$ cat config.mk
export PLATFORM = sky130hd
export DESIGN_NAME = dynamic_disp_top
export DESIGN_NICKNAME = d
export VERILOG_FILES = /design/src/rtl/dynamic_disp_top.sv
export SDC_FILE = /design/constraint.sdc
export NUM_CORES = 1
export LEC_CHECK = 0
export BUFFER_PORTS_ARGS = -buffer_cell sky130_fd_sc_hd__buf_2
export CORE_MARGIN = 3
export CORE_UTILIZATION = 45
export DETAILED_ROUTE_END_ITERATION = 10
export PLACE_DENSITY_LB_ADDON = 0.3
export SLEW_MARGIN = 20
export SYNTH_ARGS = -nofsm -noshare
export SYNTH_HDL_FRONTEND = slang
export SYNTH_SLANG_ARGS = --single-unit
$ cat constraint.sdc
create_clock -name clk_50M -period 2.47 [get_ports clk_50M]
set_input_delay 0.494 -clock clk_50M [delete_from_list [all_inputs] [get_ports clk_50M]]
set_output_delay 0.494 -clock clk_50M [all_outputs]
set_load 0.1 [all_outputs]
$ cat src/rtl/dynamic_disp_top.sv
// Six-digit multiplexed seven-segment driver: ina/inb/inc shown as two-digit decimals (00-15), active-low.
// Latency: one digit advance every DIVCLK_CNTMAX+1 clocks; inputs appear at the digit's next refresh (<= one frame).
// Backpressure: none; free-running scan, outputs are registered. Option macro: LEADING_ZERO_BLANK_EN.
module dynamic_disp_top #(
    parameter int DIVCLK_CNTMAX = 49999   // must be >= 1
) (
    input  logic       clk_50M,
    input  logic       rst,
    input  logic [3:0] ina,
    input  logic [3:0] inb,
    input  logic [3:0] inc,
    output logic [5:0] seg_sel,
    output logic [7:0] seg_led
);

    localparam int CNT_W = (DIVCLK_CNTMAX < 2) ? 1 : $clog2(DIVCLK_CNTMAX + 1);
    localparam logic [CNT_W-1:0] CNT_MAX = CNT_W'(DIVCLK_CNTMAX);

    // Segment patterns, active-low, dp bit [7] held at 1 (off).
    localparam logic [7:0] SEG_BLANK = 8'hFF;

    logic [CNT_W-1:0] cnt;
    logic             tick;
    logic [2:0]       idx;
    logic [2:0]       idx_nxt;

    // Per-input decimal split.
    logic             a_tens, b_tens, c_tens;
    logic [3:0]       a_ones, b_ones, c_ones;

    // Digit chosen for the upcoming index, plus a blank request.
    logic [3:0]       dig_val;
    logic             dig_is_tens;
    logic             dig_blank;
    logic [7:0]       led_nxt;
    logic [5:0]       sel_nxt;

    // Convert a 0..9 digit to its active-low segment pattern; anything else is dark.
    function automatic logic [7:0] seg_decode(input logic [3:0] d);
        logic [7:0] s;
        case (d)
            4'd0:    s = 8'hC0;
            4'd1:    s = 8'hF9;
            4'd2:    s = 8'hA4;
            4'd3:    s = 8'hB0;
            4'd4:    s = 8'h99;
            4'd5:    s = 8'h92;
            4'd6:    s = 8'h82;
            4'd7:    s = 8'hF8;
            4'd8:    s = 8'h80;
            4'd9:    s = 8'h90;
            default: s = SEG_BLANK;
        endcase
        return s;
    endfunction

    // Scan divider: wraps at CNT_MAX, the wrap cycle is the tick.
    always_ff @(posedge clk_50M or posedge rst) begin
        if (rst) begin
            cnt <= '0;
        end else if (tick) begin
            cnt <= '0;
        end else begin
            cnt <= cnt + CNT_W'(1);
        end
    end

    assign tick = (cnt == CNT_MAX);

    // Index that the next tick will select; reset value 5 makes the first tick land on digit 0.
    always_comb begin
        idx_nxt = idx + 3'd1;
        if (idx == 3'd5) begin
            idx_nxt = 3'd0;
        end
    end

    // Digit scan index.
    always_ff @(posedge clk_50M or posedge rst) begin
        if (rst) begin
            idx <= 3'd5;
        end else if (tick) begin
            idx <= idx_nxt;
        end
    end

    // Binary to two decimal digits; values never exceed 15 so tens is 0 or 1.
    always_comb begin
        a_tens = (ina >= 4'd10);
        b_tens = (inb >= 4'd10);
        c_tens = (inc >= 4'd10);
        a_ones = a_tens ? (ina - 4'd10) : ina;
        b_ones = b_tens ? (inb - 4'd10) : inb;
        c_ones = c_tens ? (inc - 4'd10) : inc;
    end

    // Pick the digit for the index about to be shown.
    always_comb begin
        dig_val     = 4'd0;
        dig_is_tens = 1'b0;
        case (idx_nxt)
            3'd0: dig_val = c_ones;
            3'd1: begin dig_val = {3'b000, c_tens}; dig_is_tens = 1'b1; end
            3'd2: dig_val = b_ones;
            3'd3: begin dig_val = {3'b000, b_tens}; dig_is_tens = 1'b1; end
            3'd4: dig_val = a_ones;
            3'd5: begin dig_val = {3'b000, a_tens}; dig_is_tens = 1'b1; end
            default: begin dig_val = 4'd0; dig_is_tens = 1'b0; end
        endcase
    end

`ifdef LEADING_ZERO_BLANK_EN
    // A zero tens digit goes dark while its select line still fires, so the frame timing is unchanged.
    assign dig_blank = dig_is_tens && (dig_val == 4'd0);
`else
    // Tens digit always shown, so leading zeros are visible.
    logic unused_is_tens;
    assign unused_is_tens = dig_is_tens;
    assign dig_blank      = 1'b0;
`endif

    // Segment and select patterns for the upcoming index.
    always_comb begin
        led_nxt = dig_blank ? SEG_BLANK : seg_decode(dig_val);
        sel_nxt = ~(6'b000001 << idx_nxt);
    end

    // Select and segments registered on the same tick so they never disagree; reset is dark.
    always_ff @(posedge clk_50M or posedge rst) begin
        if (rst) begin
            seg_sel <= 6'b111111;
            seg_led <= SEG_BLANK;
        end else if (tick) begin
            seg_sel <= sel_nxt;
            seg_led <= led_nxt;
        end
    end

endmodule

==> metrics.md <==
| Metric | Value |
|---|---|
| Netlist cell types | `49` |
| # setup viols final | `0` |
| FF+latch count, synth | `32` |
| Crit path DAT | `2.52 ns` |
| Final hold viol count | `0` |
| Worst Path Buf+Inv | `1` |
| Most common cell in the netlist | `nor2_1` |
| Design Area, Final | `2240 µm²` |
| Clock buffer count from CTS | `5` |
| Core box area | `4060 µm²` |
| Synthesized net count | `213` |
| Max cap viols | `0` |
| PortBufs | `26` |
| Reg2reg start | `idx[2]` |
| Clock slew at reported path FFs | `0.07 ns` |
| TNS Setup | `0 ns` |
| Clk_lat worst skew | `0.28 ns` |
| Largest delay share family, worst path | `compound AO/OA/AOI/OAI gates` |
| R2R Setup Slk | `0.17 ns` |
| Layout cell share with drive strength beyond 1 | `0.314` |
| Area leader, netlist | `dfrtp_1` |
| DRT Pass-1 Iters | `4` |
| Area growth, synth to finish | `17.7%` |
| Crit Path Max Fanout | `11` |
| Final wirelength | `3.58 mm` |
| Placed instance area | `2090 µm²` |
| Pwr Density | `584 nW/µm²` |
| Initial DRC count | `44` |
| H-tree depth | `2` |
| DR vias | `1,397` |
| CP Cell Sequence | `nor3_1 -> and3b_2 -> a2111oi_4 -> inv_1 -> ha_1 -> nor3_2 -> a31oi_1 -> a22o_1` |
| Cell Rows | `23` |
| F_max | `434 MHz` |
| GRT Total Usage | `0.161` |
| FF-to-FF End | `seg_led[5]` |
| R2R cell count | `8` |
| Filler cell count | `377` |
| Vias in the first global route | `1,397` |
| Post-layout net count | `248` |
| ANT nets after route | `0` |
| Worst-Margin Slew | `0.793 ns` |
| VDD IR max | `0.279 mV` |
| Die H | `71.1 µm` |
| Initial Util | `0.470` |
| YS warnings | `0` |
| CP endpoint kind | `flop` |
| Root buffer cell | `clkbuf_8` |
| Clock sink count | `32` |
| Die area | `5050 µm²` |
| Die extent in x | `71.1 µm` |
| First-pass GRT wire length | `6.47 mm` |
| Ys async rst share | `1.00` |
| Ports | `28` |
| Max clock buf depth | `2` |
| DP Wirelength | `2.68 mm` |
| Final GP Congestion | `0.846` |
| Hold buffer count at CTS | `0` |
| Initial antenna violation count | `0` |
| Crit Path Category | `flop to flop` |
| Largest net degree at the start of global routing | `33` |
| DRC | `0` |
| # diodes | `0` |
| Min cycle time layout | `2.30 ns` |
| DR WL/cell | `13.0 µm` |
| Critical-path top delay cell | `dfstp_2` |
| Slowest stage delay, CP | `0.64 ns` |
| Total gr overflow | `0` |
| CP required | `2.68 ns` |
| Status | `complete, no violations` |
| Pleak | `1.04 nW` |
| Clock skew | `0.00473 ns` |
| Syn Area/Cell | `10.0 µm²` |
| RSZ-0062 raised after global routing | `false` |
| Slew headroom | `0.469` |
| Post-synth top area share | `0.223` |
| Synth top cells by count | `19 x nor2_1, 17 x dfrtp_1, 15 x dfstp_2, 15 x nand2_1, 14 x inv_1` |
| TritonCTS clock tree | `done` |
| Fin. max-slew vios | `0` |
| Synth top area cells | `dfrtp_1 22%, dfstp_2 21%, ha_1 5.9%` |
| Tcrit/Tclk final | `0.933` |
| WP depth | `8` |
| Seq/Total Area, Yosys | `0.430` |
| Via density | `5.06` |
| Gate Count Post-Synth | `190` |
| Synthesized area | `1910 µm²` |
| EDFF count, synth | `0` |
| Min-delay worst type | `primary input to asynchronous set/reset pin` |
| Commonest register cell after synthesis | `dfrtp_1` |
| Startpoint type of the worst setup path | `flop` |
==> cell usage in the layout (no fill, tap or decap), types with 2 or more instances in the layout <==
cell	n
mux2i_1	2
ha_1	9
nand3_1	9
a22o_1	5
and3_1	4
a21oi_1	4
nor2_1	19
buf_2	26
buf_4	10
inv_1	14
o21ai_1	2
xor2_1	9
dfstp_2	15
clkbuf_8	7
a21o_1	2
nor3_1	3
nand3b_1	3
dfrtp_1	17
a31oi_1	5
nand2_1	15
xnor2_1	7
o21ai_0	11
==> power breakdown <==
part           total (W)  switching (W)  internal, W
clock           0.000547       0.000191     0.000356
sequential      0.000557     0.00000760     0.000549
combinational   0.000206       0.000160    0.0000457
total            0.00131       0.000359     0.000951
==> worst reg2reg max path, cell delays in order, from the launching register on <==
cell and delay (ns):
dfstp_2 0.64, nor3_1 0.10, and3b_2 0.22, a2111oi_4 0.36, inv_1 0.11, ha_1 0.21
nor3_2 0.26, a31oi_1 0.09, a22o_1 0.24
==> what timing repair did <==
| action | in CTS | in global routing |
|---|---|---|
| setup endpoints to repair | 0 | 3 |
| setup buffers | 0 | 3 |
| gates resized for setup | 0 | 1 |
| hold endpoints to repair | 0 | 0 |
==> flip-flops by register name, indices dropped and copies added (netlist names) <==
signal   flops
seg_led      7
cnt         16
seg_sel      6
idx          3
==> how the worst max path moves through the flow <==
| stage | startpoint | endpoint | slack [ns] |
|---|---|---|---|
| after global routing | idx[2] | seg_led[5] | 0.003 |
| final | idx[2] | seg_led[5] | 0.17 |
| after detailed placement | ina[1] | seg_led[4] | 0.05 |
| after global placement | idx[2] | seg_led[5] | 0.11 |
| after floorplan | idx[2] | seg_led[5] | 0.28 |
| after CTS | idx[2] | seg_led[5] | 0.04 |
==> cells by family (layout without fill, tap and decap cells) <==
family / count (synthesis) / count (layout) / share of synthesized area
other: 1 / 1 / 0.00197
XOR/XNOR: 16 / 16 / 0.0735
AND/OR/NAND/NOR: 64 / 64 / 0.173
AO/OA/AOI/OAI: 43 / 43 / 0.186
adder cells (fa/ha/maj): 9 / 9 / 0.0591
buffers and inverters: 22 / 58 / 0.0604
flip-flops: 32 / 32 / 0.430
multiplexers: 3 / 3 / 0.0164
==> through the flow <==
stage,worst slack [ns],utilization,hold slack [ns],total power [W],std cells
after detailed placement,0.0483,0.515,0.442,0.000774,265
final,0.166,0.553,0.282,0.00131,276
after global placement,0.105,0.515,0.446,0.000772,265
after CTS,0.0403,0.546,0.292,0.00132,273
after global routing,0.00332,0.553,0.343,0.00136,276
after floorplan,0.277,-,0.425,0.000733,190
==> cell type report <==
cell class | instances | area [µm²] | share of cell area
sequential | 32 | 820 | 0.365
tap | 50 | 62.6 | 0.0279
inverter | 14 | 52.6 | 0.0234
clock buffer | 7 | 96.3 | 0.0429
clock inverter | 1 | 30.0 | 0.0134
multi-input combinational | 136 | 977 | 0.436
timing repair buffer | 36 | 205 | 0.0915
==> routing by layer <==
metal / global-route usage / part of all wire
met5: 0 / 0
met4: 0.0626 / 0.021
met3: 0.0455 / 0.045
met2: 0.243 / 0.45
met1: 0.219 / 0.48
Power figures use the tool's default switching activity.
